[src/rtl/frame_sequencer.sv]
// Frame sequencer: gates the pixel pipeline enable, generates sync for the location
// generator, drains the line-buffer latency and tags valid output pixels with coordinates.
module frame_sequencer #(
    parameter int FRAME_WIDTH  = 640,
    parameter int FRAME_HEIGHT = 480,
    parameter int LATENCY      = FRAME_WIDTH + 2,
    parameter int CNT_W        = 12
) (
    input  logic        clk,
    input  logic        reset,
    input  logic        in_valid,
    input  logic        in_sof,
    output logic        in_ready,
    input  logic        out_ready,
    output logic        en,
    output logic        pad,
    output logic        hsync,
    output logic        vsync,
    output logic        out_valid,
    output logic        out_sof,
    output logic        out_eol,
    output logic [10:0] out_x,
    output logic [10:0] out_y,
    output logic        frame_done,
    output logic [15:0] frame_count,
    output logic [15:0] drop_count,
    output logic        sof_err
);

    localparam logic [10:0]      X_LAST   = 11'(FRAME_WIDTH - 1);
    localparam logic [10:0]      Y_LAST   = 11'(FRAME_HEIGHT - 1);
    localparam logic [CNT_W-1:0] LAT      = CNT_W'(LATENCY);
    localparam logic [CNT_W-1:0] LAT_LAST = CNT_W'(LATENCY - 1);

    typedef enum logic [1:0] {S_IDLE, S_RUN, S_DRAIN, S_DONE} state_t;

    state_t           r_state;
    logic [10:0]      r_in_x, r_in_y, r_out_x, r_out_y;
    logic [CNT_W-1:0] r_fill, r_drain;
    logic [15:0]      r_frame_count, r_drop_count;
    logic             r_sof_err;

    logic w_start, w_in_ready, w_en, w_pad, w_hsync, w_vsync, w_done, w_out_valid;

    // Everything seen by the pipeline is decoded from state; reset masks it all off.
    always_comb begin
        w_start    = 1'b0;
        w_in_ready = 1'b0;
        w_en       = 1'b0;
        w_pad      = 1'b0;
        w_hsync    = 1'b0;
        w_vsync    = 1'b0;
        w_done     = 1'b0;
        if (!reset) begin
            case (r_state)
                S_IDLE: begin
                    w_start    = in_valid & in_sof;
                    w_in_ready = ~(w_start & ~out_ready);
                    w_en       = w_start & out_ready;
                    w_hsync    = w_en;
                    w_vsync    = w_en;
                end
                S_RUN: begin
                    w_in_ready = out_ready;
                    w_en       = in_valid & out_ready;
                    w_hsync    = w_en & (r_in_x == '0);
                end
                S_DRAIN: begin
                    w_pad = 1'b1;
                    w_en  = out_ready;
                end
                S_DONE: w_done = 1'b1;
                default: ;
            endcase
        end
    end

    assign w_out_valid = w_en & (r_fill == LAT);

    always_ff @(posedge clk) begin
        if (reset) begin
            r_state       <= S_IDLE;
            r_in_x        <= '0;
            r_in_y        <= '0;
            r_out_x       <= '0;
            r_out_y       <= '0;
            r_fill        <= '0;
            r_drain       <= '0;
            r_frame_count <= '0;
            r_drop_count  <= '0;
            r_sof_err     <= 1'b0;
        end else begin
            if (w_en) begin
                if (r_fill != LAT)
                    r_fill <= r_fill + 1'b1;
                if (r_state != S_DRAIN) begin
                    if (r_in_x == X_LAST) begin
                        r_in_x <= '0;
                        r_in_y <= (r_in_y == Y_LAST) ? '0 : r_in_y + 1'b1;
                    end else begin
                        r_in_x <= r_in_x + 1'b1;
                    end
                end
            end
            if (w_out_valid) begin
                if (r_out_x == X_LAST) begin
                    r_out_x <= '0;
                    r_out_y <= (r_out_y == Y_LAST) ? '0 : r_out_y + 1'b1;
                end else begin
                    r_out_x <= r_out_x + 1'b1;
                end
            end
            case (r_state)
                S_IDLE: begin
                    if (in_valid && !in_sof && (r_drop_count != '1))
                        r_drop_count <= r_drop_count + 1'b1;
                    if (w_en)
                        r_state <= S_RUN;
                end
                S_RUN: begin
                    if (w_en) begin
                        if (in_sof)
                            r_sof_err <= 1'b1;
                        if (r_in_x == X_LAST && r_in_y == Y_LAST)
                            r_state <= S_DRAIN;
                    end
                end
                S_DRAIN: begin
                    if (w_en) begin
                        if (r_drain == LAT_LAST) begin
                            r_drain <= '0;
                            r_state <= S_DONE;
                        end else begin
                            r_drain <= r_drain + 1'b1;
                        end
                    end
                end
                S_DONE: begin
                    r_frame_count <= r_frame_count + 1'b1;
                    r_in_x        <= '0;
                    r_in_y        <= '0;
                    r_out_x       <= '0;
                    r_out_y       <= '0;
                    r_fill        <= '0;
                    r_state       <= S_IDLE;
                end
                default: r_state <= S_IDLE;
            endcase
        end
    end

    assign in_ready    = w_in_ready;
    assign en          = w_en;
    assign pad         = w_pad;
    assign hsync       = w_hsync;
    assign vsync       = w_vsync;
    assign out_valid   = w_out_valid;
    assign out_sof     = w_out_valid & (r_out_x == '0) & (r_out_y == '0);
    assign out_eol     = w_out_valid & (r_out_x == X_LAST);
    assign out_x       = r_out_x;
    assign out_y       = r_out_y;
    assign frame_done  = w_done;
    assign frame_count = r_frame_count;
    assign drop_count  = r_drop_count;
    assign sof_err     = r_sof_err;

endmodule

[config.mk]
export PLATFORM = sky130hd
export DESIGN_NAME = frame_sequencer
export DESIGN_NICKNAME = d
export VERILOG_FILES = /design/src/rtl/frame_sequencer.sv
export SDC_FILE = /design/constraint.sdc
export NUM_CORES = 1
export LEC_CHECK = 0
export CAP_MARGIN = 30
export CORE_MARGIN = 4
export CORE_UTILIZATION = 30
export CTS_CLUSTER_DIAMETER = 60
export DETAILED_ROUTE_END_ITERATION = 6
export PLACE_DENSITY = 0.55
export RECOVER_POWER = 25
export SLEW_MARGIN = 20
export SYNTH_ARGS = -nofsm -noshare
export SYNTH_HDL_FRONTEND = slang
export SYNTH_SLANG_ARGS = --single-unit
[constraint.sdc]
create_clock -name clk -period 3.5 [get_ports clk]
set_input_delay 0.35 -clock clk [delete_from_list [all_inputs] [get_ports clk]]
set_output_delay 0.35 -clock clk [all_outputs]
set_load 0.02 [all_outputs]
* Yosys cells after proc, flatten, opt, wreduce, memory -nomap -nowiden *
Cells that the tools add are included.
W data, S select, Z words.

cells by class
  add/subtract/negate cells = 8
  eq/ne operators = 17
  $mul = 0
  multiplexer cells = 23
  div/mod/pow operators = 0
  shift operators = 0
  order comparisons = 0
  bitwise logic cells = 11
  reductions and logical operators = 17

operators by type and width
  cell                     count
  $add A11 B1 Y11 const B  4
  $mux W11                 4
  $logic_not A11 Y1        3
  $add A16 B1 Y16 const B  2
  $add A12 B1 Y12 const B  2
  $eq A12 B10 Y1 const B   2
  $eq A11 B10 Y1 const B   2
  $eq A11 B9 Y1 const B    2
  $ne A16 B16 Y1 const B   1
  $mux W12                 1
  $ne A12 B10 Y1 const B   1
  $ne A2 B2 Y1 const B     6
  $mux W2                  5
  $reduce_and A2 Y1        5
  $and A1 B1 Y1            9
  $mux W1                  9
  $pmux W2 S4              1
  $reduce_and A3 Y1        2
  $reduce_and A5 Y1        1
  $eq A2 B2 Y1 const B     2
  $pmux W1 S2              2
  $logic_and A1 B1 Y1      3
  $pmux W1 S3              1
  $eq A2 B1 Y1 const B     1
  other kinds (4)          5

storage, ports and cells
  input bits = 5
  memory bits (read-only) = 0
  latch bits = 0
  output and inout port bits = 64
  bits in registers = 103
  memory bits (writable) = 0
  memories = 0
  logic and storage cells = 86

* Depth between registers and ports, before layout *
  word-level depth = 7
  gate-level depth with buffers = 10
  gate-level depth less buffers = 8

* Worst setup path after synthesis *
No wires, ideal clock.

  path type = register to register
  start point = register r_state[0]
  end point = register r_out_y[7], in the netlist out_y[7]
  period minus slack after synthesis = 2598 ps
  slack = 902 ps
  cell stages (with the launch flop) = 10
  buffers on the path = 2
  setup time = 71 ps
  data required time = 3429 ps
  arrival time = 2527 ps
  path through = dfxtp_1 inv_1 ha_1 clkbuf_1 a211oi_1 or3_1 buf_6 or4_4 or4_1 a21oi_1

between the ends
  longest elaborated chain between the ends = 5
  elaborated cells on any way between the ends = 9
  classes of those cells = 3 x eq/ne; 2 x mux; 1 x bitwise; 3 x reduce/logical

ends and longest elaborated chain
  what                                  RTL line  RTL
  from (decl)                           37        state_t r_state;
  from (signal assigned)                82        r_state <= S_IDLE;
  from (signal assigned)                118       r_state <= S_RUN;
  from (signal assigned)                125       r_state <= S_DRAIN;
  $eq A2 B2 Y1 (tied with other cells)  55        case (r_state)
  $pmux W1 S3                           55
  $mux W1                               54        if (!reset) begin
  $and A1 B1 Y1                         78        assign w_out_valid = w_en & (r_fill == LAT);
  $reduce_and A2 Y1 (no line)           --
  to (signal assigned)                  108       r_out_y <= (r_out_y == Y_LAST) ? '0 : r_out_y + 1'b1;
  to (decl)                             38        logic [10:0] r_in_x, r_in_y, r_out_x, r_out_y;

Several ways; a longest one is shown, not always the timed one.
A chain may end at the register's enable or synchronous reset.

* Worst setup path in the final report *
  start point = register r_state[0]
  end point = output out_sof

between the ends
  longest elaborated chain between the ends = 6
  elaborated cells on any way between the ends = 8
  classes of those cells = 2 x eq/ne; 2 x mux; 3 x bitwise; 1 x reduce/logical

ends and longest elaborated chain
  what                                  RTL line  RTL
  $eq A2 B2 Y1 (tied with other cells)  55
  $pmux W1 S3 *                         55
  $mux W1 *                             54
  $and A1 B1 Y1 *                       78
  $and A1 B1 Y1 * (2 in series)         158       assign out_sof = w_out_valid & (r_out_x == '0) & (r_out_y == '0);
  to (decl)                             20        output logic out_sof,

Every way passes the cells marked *; elsewhere a longest branch is shown, timed or not.

==> impl_metrics.toml <==
[run_status]
outcome = "complete, no violations"

[clocking]
cts_hold_buf = 0
ctsResizeCount = 0
h-tree-depth = 3
cts_num_sinks = 103
cts_buffers = 9
tritoncts = "done"
cts-root-buf = "clkbuf_16"
clk_pin_slew_ns = 0.07
cts_buffer_depth = 2
cts_setup_buffers = 0
clock_latency_ns = 0.35

[yosys]
synthCells = 627
synth-seq-cells = 103
synthTopCellsByCount = "dfxtp_1 (103), nor2_1 (98), nand2_1 (49)"
ys.flop_type = "dfxtp_1"
yosys.area_share.adder = 0.0436
synth.distinct_cells = 47
synthArstFlopShare = 0
synth_edf_count = 0
syn_area_sq_um = 5160
ys_top_cells_by_area = "dfxtp_1 (40%), nor2_1 (7.1%), xor2_1 (5.8%)"
synthMostInstantiatedCell = "dfxtp_1"
synth_seq_area_share = 0.400
yosysTopAreaCellShare = 0.400
synth_simple_gate_area_frac = 0.319
synth-xor-area-share = 0.112
ys.warnings.count = 0
synth.avg_cell_area_sq_um = 8.23
synth.area.mux_share = 0.00994
synth_top_area_cell = "dfxtp_1"
synth_compound_area_frac = 0.0790
synth_top_family_by_area = "simple AND/OR/NAND/NOR gates"
syn_nets = 650

[sta]
setup_viol = 0
period_needed_ns = 3.22
relSlewSlack = 0.528
hold_viol_final = 0
finalSetupTns_ns = 0
hold_slack_ns = 0.464
max_freq_mhz = 311
skew_ns = 0.0112
tightest_slew_ns = 0.705
finalCritPeriodShare = 0.919
fin_ws_ns = 0.284
rsz0062_at_grt = "false"
slew_violations = 0

[worst_setup_path]
start_kind = "flip-flop"
cp_slowest_cell = "clkdlybuf4s50_1"
crit_fanout = 10
critPathBufInv = 2
arrival_ns = 2.87
worstSetupPathType = "reg2out"
path_cells = "inv_1, ha_1, a211oi_1, or3_1, nor2_2, and3_1, clkdlybuf4s50_1"
required_ns = 3.15
reg2reg_depth = 8
r2r_slack_ns = 0.61
crit_family = "simple AND/OR/NAND/NOR gates"
r2r_start = "r_state[0]"
worstReg2RegEnd = "out_y[7]"
worst_path_largest_cell_delay_ns = 0.62
cp-end-kind = "output port"

[power_and_ir_drop]
report.power.total_mw = 2.30
p_leak_nw = 2.20
p_per_area_nw_per_um2 = 359
ir_worst_vdd_uv = 230

[floorplanning]
dieArea_sq_um = 19400
die_x_um = 139
start_util = 0.309
die_height_um = 139
ios = 69
fp-row-count = 47
core_area_sq_um = 16700

[detailed_routing]
drt_iter0_drc = 184
routed_wl_um = 12800
vias_per_cell = 5.07
postRouteAntennaNets = 0
dr_total_vias = 4660
drt_pass1_iterations = 6
wl_per_cell_um = 13.9
route.detailed.drc = 0

[placed_design]
place_hpwl_um = 9290
place_area_sq_um = 6100
port_buffers = 68
place_congestion = 0.819
numPlacedInstances = 904
pre_cts_ws_ns = 0.300

[layout]
utilization = 0.383
seqCellArea_sq_um = 2060
final_cells = 919
final_cell_area_sq_um = 6390
antenna_cells = 0
area_growth_pct = 23.9
drive_gt1_frac = 0.0429
nets = 718
multi_input_area_sq_um = 2920
fill_cells = 1751

[worst_hold_path]
hold_path_end = "sof_err"
hold_depth = 2
hold_path.startpoint = "sof_err"
hp-class = "reg2reg"

[global_routing]
antenna_found_initial = 0
grt_pass1_vias = 4457
grt_overflow = 0
grt_pass1_wl_um = 21700
grt_usage = 0.133
grt_max_degree = 44

[flow_run]
maxCapViolations = 0
==> layer usage <==
| metal | GRT usage | part of all wire | vias up |
|---|---|---|---|
| met5 | 0 | 0 | - |
| met4 | 0.0391 | 0.013 | 0 |
| met3 | 0.0372 | 0.045 | 14 |
| met2 | 0.220 | 0.47 | 71 |
| met1 | 0.171 | 0.47 | 2240 |
| li1 | - | - | 2335 |
==> area by class of cell <==
type                            instances  share of cell area
Sequential cell                       103               0.323
Timing Repair Buffer                   78               0.118
Tap cell                              220              0.0431
Clock inverter                          5             0.00940
Inverter                               26              0.0153
Clock buffer                           10              0.0358
Multi-Input combinational cell        477               0.456
==> kinds of logic (layout without fill, tap and decap cells) <==
logic type / after synthesis / in the layout
AND/OR/NAND/NOR: 317 / 317
multiplexers: 5 / 5
adder cells (fa/ha/maj): 18 / 18
AO/OA/AOI/OAI: 71 / 71
buffers and inverters: 47 / 119
flip-flops: 103 / 103
XOR/XNOR: 66 / 66
==> state kept, by name, summed over array words and instances, names as in the netlist <==
| register | count |
|---|---|
| frame_count | 16 |
| out_x | 11 |
| r_in_y | 11 |
| r_fill | 12 |
| sof_err | 1 |
| r_drain | 12 |
| r_state | 2 |
| r_in_x | 11 |
| drop_count | 16 |
| out_y | 11 |
==> worst max-delay path by stage <==
stage | start | end | cells after the start
after floorplan | r_state[0] | out_y[7] | 9
after global placement | reset | out_sof | 6
after detailed placement | reset | out_sof | 6
after CTS | r_state[0] | out_sof | 7
after global routing | r_state[0] | out_sof | 7
final | r_state[0] | out_sof | 7
==> cells in the final DEF (no fill, tap or decap), types with 4 or more instances in the layout <==
| master | synthesis | layout |
|---|---|---|
| dfxtp_1 | 103 | 103 |
| nor4b_1 | 5 | 4 |
| and4_1 | 10 | 10 |
| o21ai_0 | 25 | 25 |
| and2_1 | 8 | 8 |
| nand3_1 | 27 | 27 |
| nor4_1 | 18 | 18 |
| xor2_1 | 34 | 34 |
| clkdlybuf4s50_1 | 0 | 38 |
| nor2b_1 | 7 | 7 |
| or3_1 | 25 | 25 |
| nor2_1 | 98 | 97 |
| xnor2_1 | 32 | 32 |
| nand4_1 | 36 | 36 |
| nor3_1 | 9 | 9 |
| and3_1 | 7 | 7 |
| or4_1 | 5 | 5 |
| mux2i_1 | 4 | 4 |
| ha_1 | 18 | 18 |
| buf_4 | 0 | 9 |
| nand2_1 | 49 | 49 |
| a21oi_1 | 25 | 25 |
| dlygate4sd3_1 | 0 | 30 |
| inv_1 | 25 | 25 |
| clkbuf_16 | 0 | 9 |
==> worst min-delay path, cell delays in order, from the launching register on <==
cell and delay (ns):
dfxtp_1 0.32, a31oi_1 0.04, nor2_1 0.07
==> where the power goes <==
| part | switching (mW) | internal [mW] |
|---|---|---|
| combinational | 0.0689 | 0.0388 |
| sequential | 0.00746 | 1.18 |
| clock | 0.454 | 0.553 |
| total | 0.530 | 1.77 |
Power figures use the tool's default switching activity.
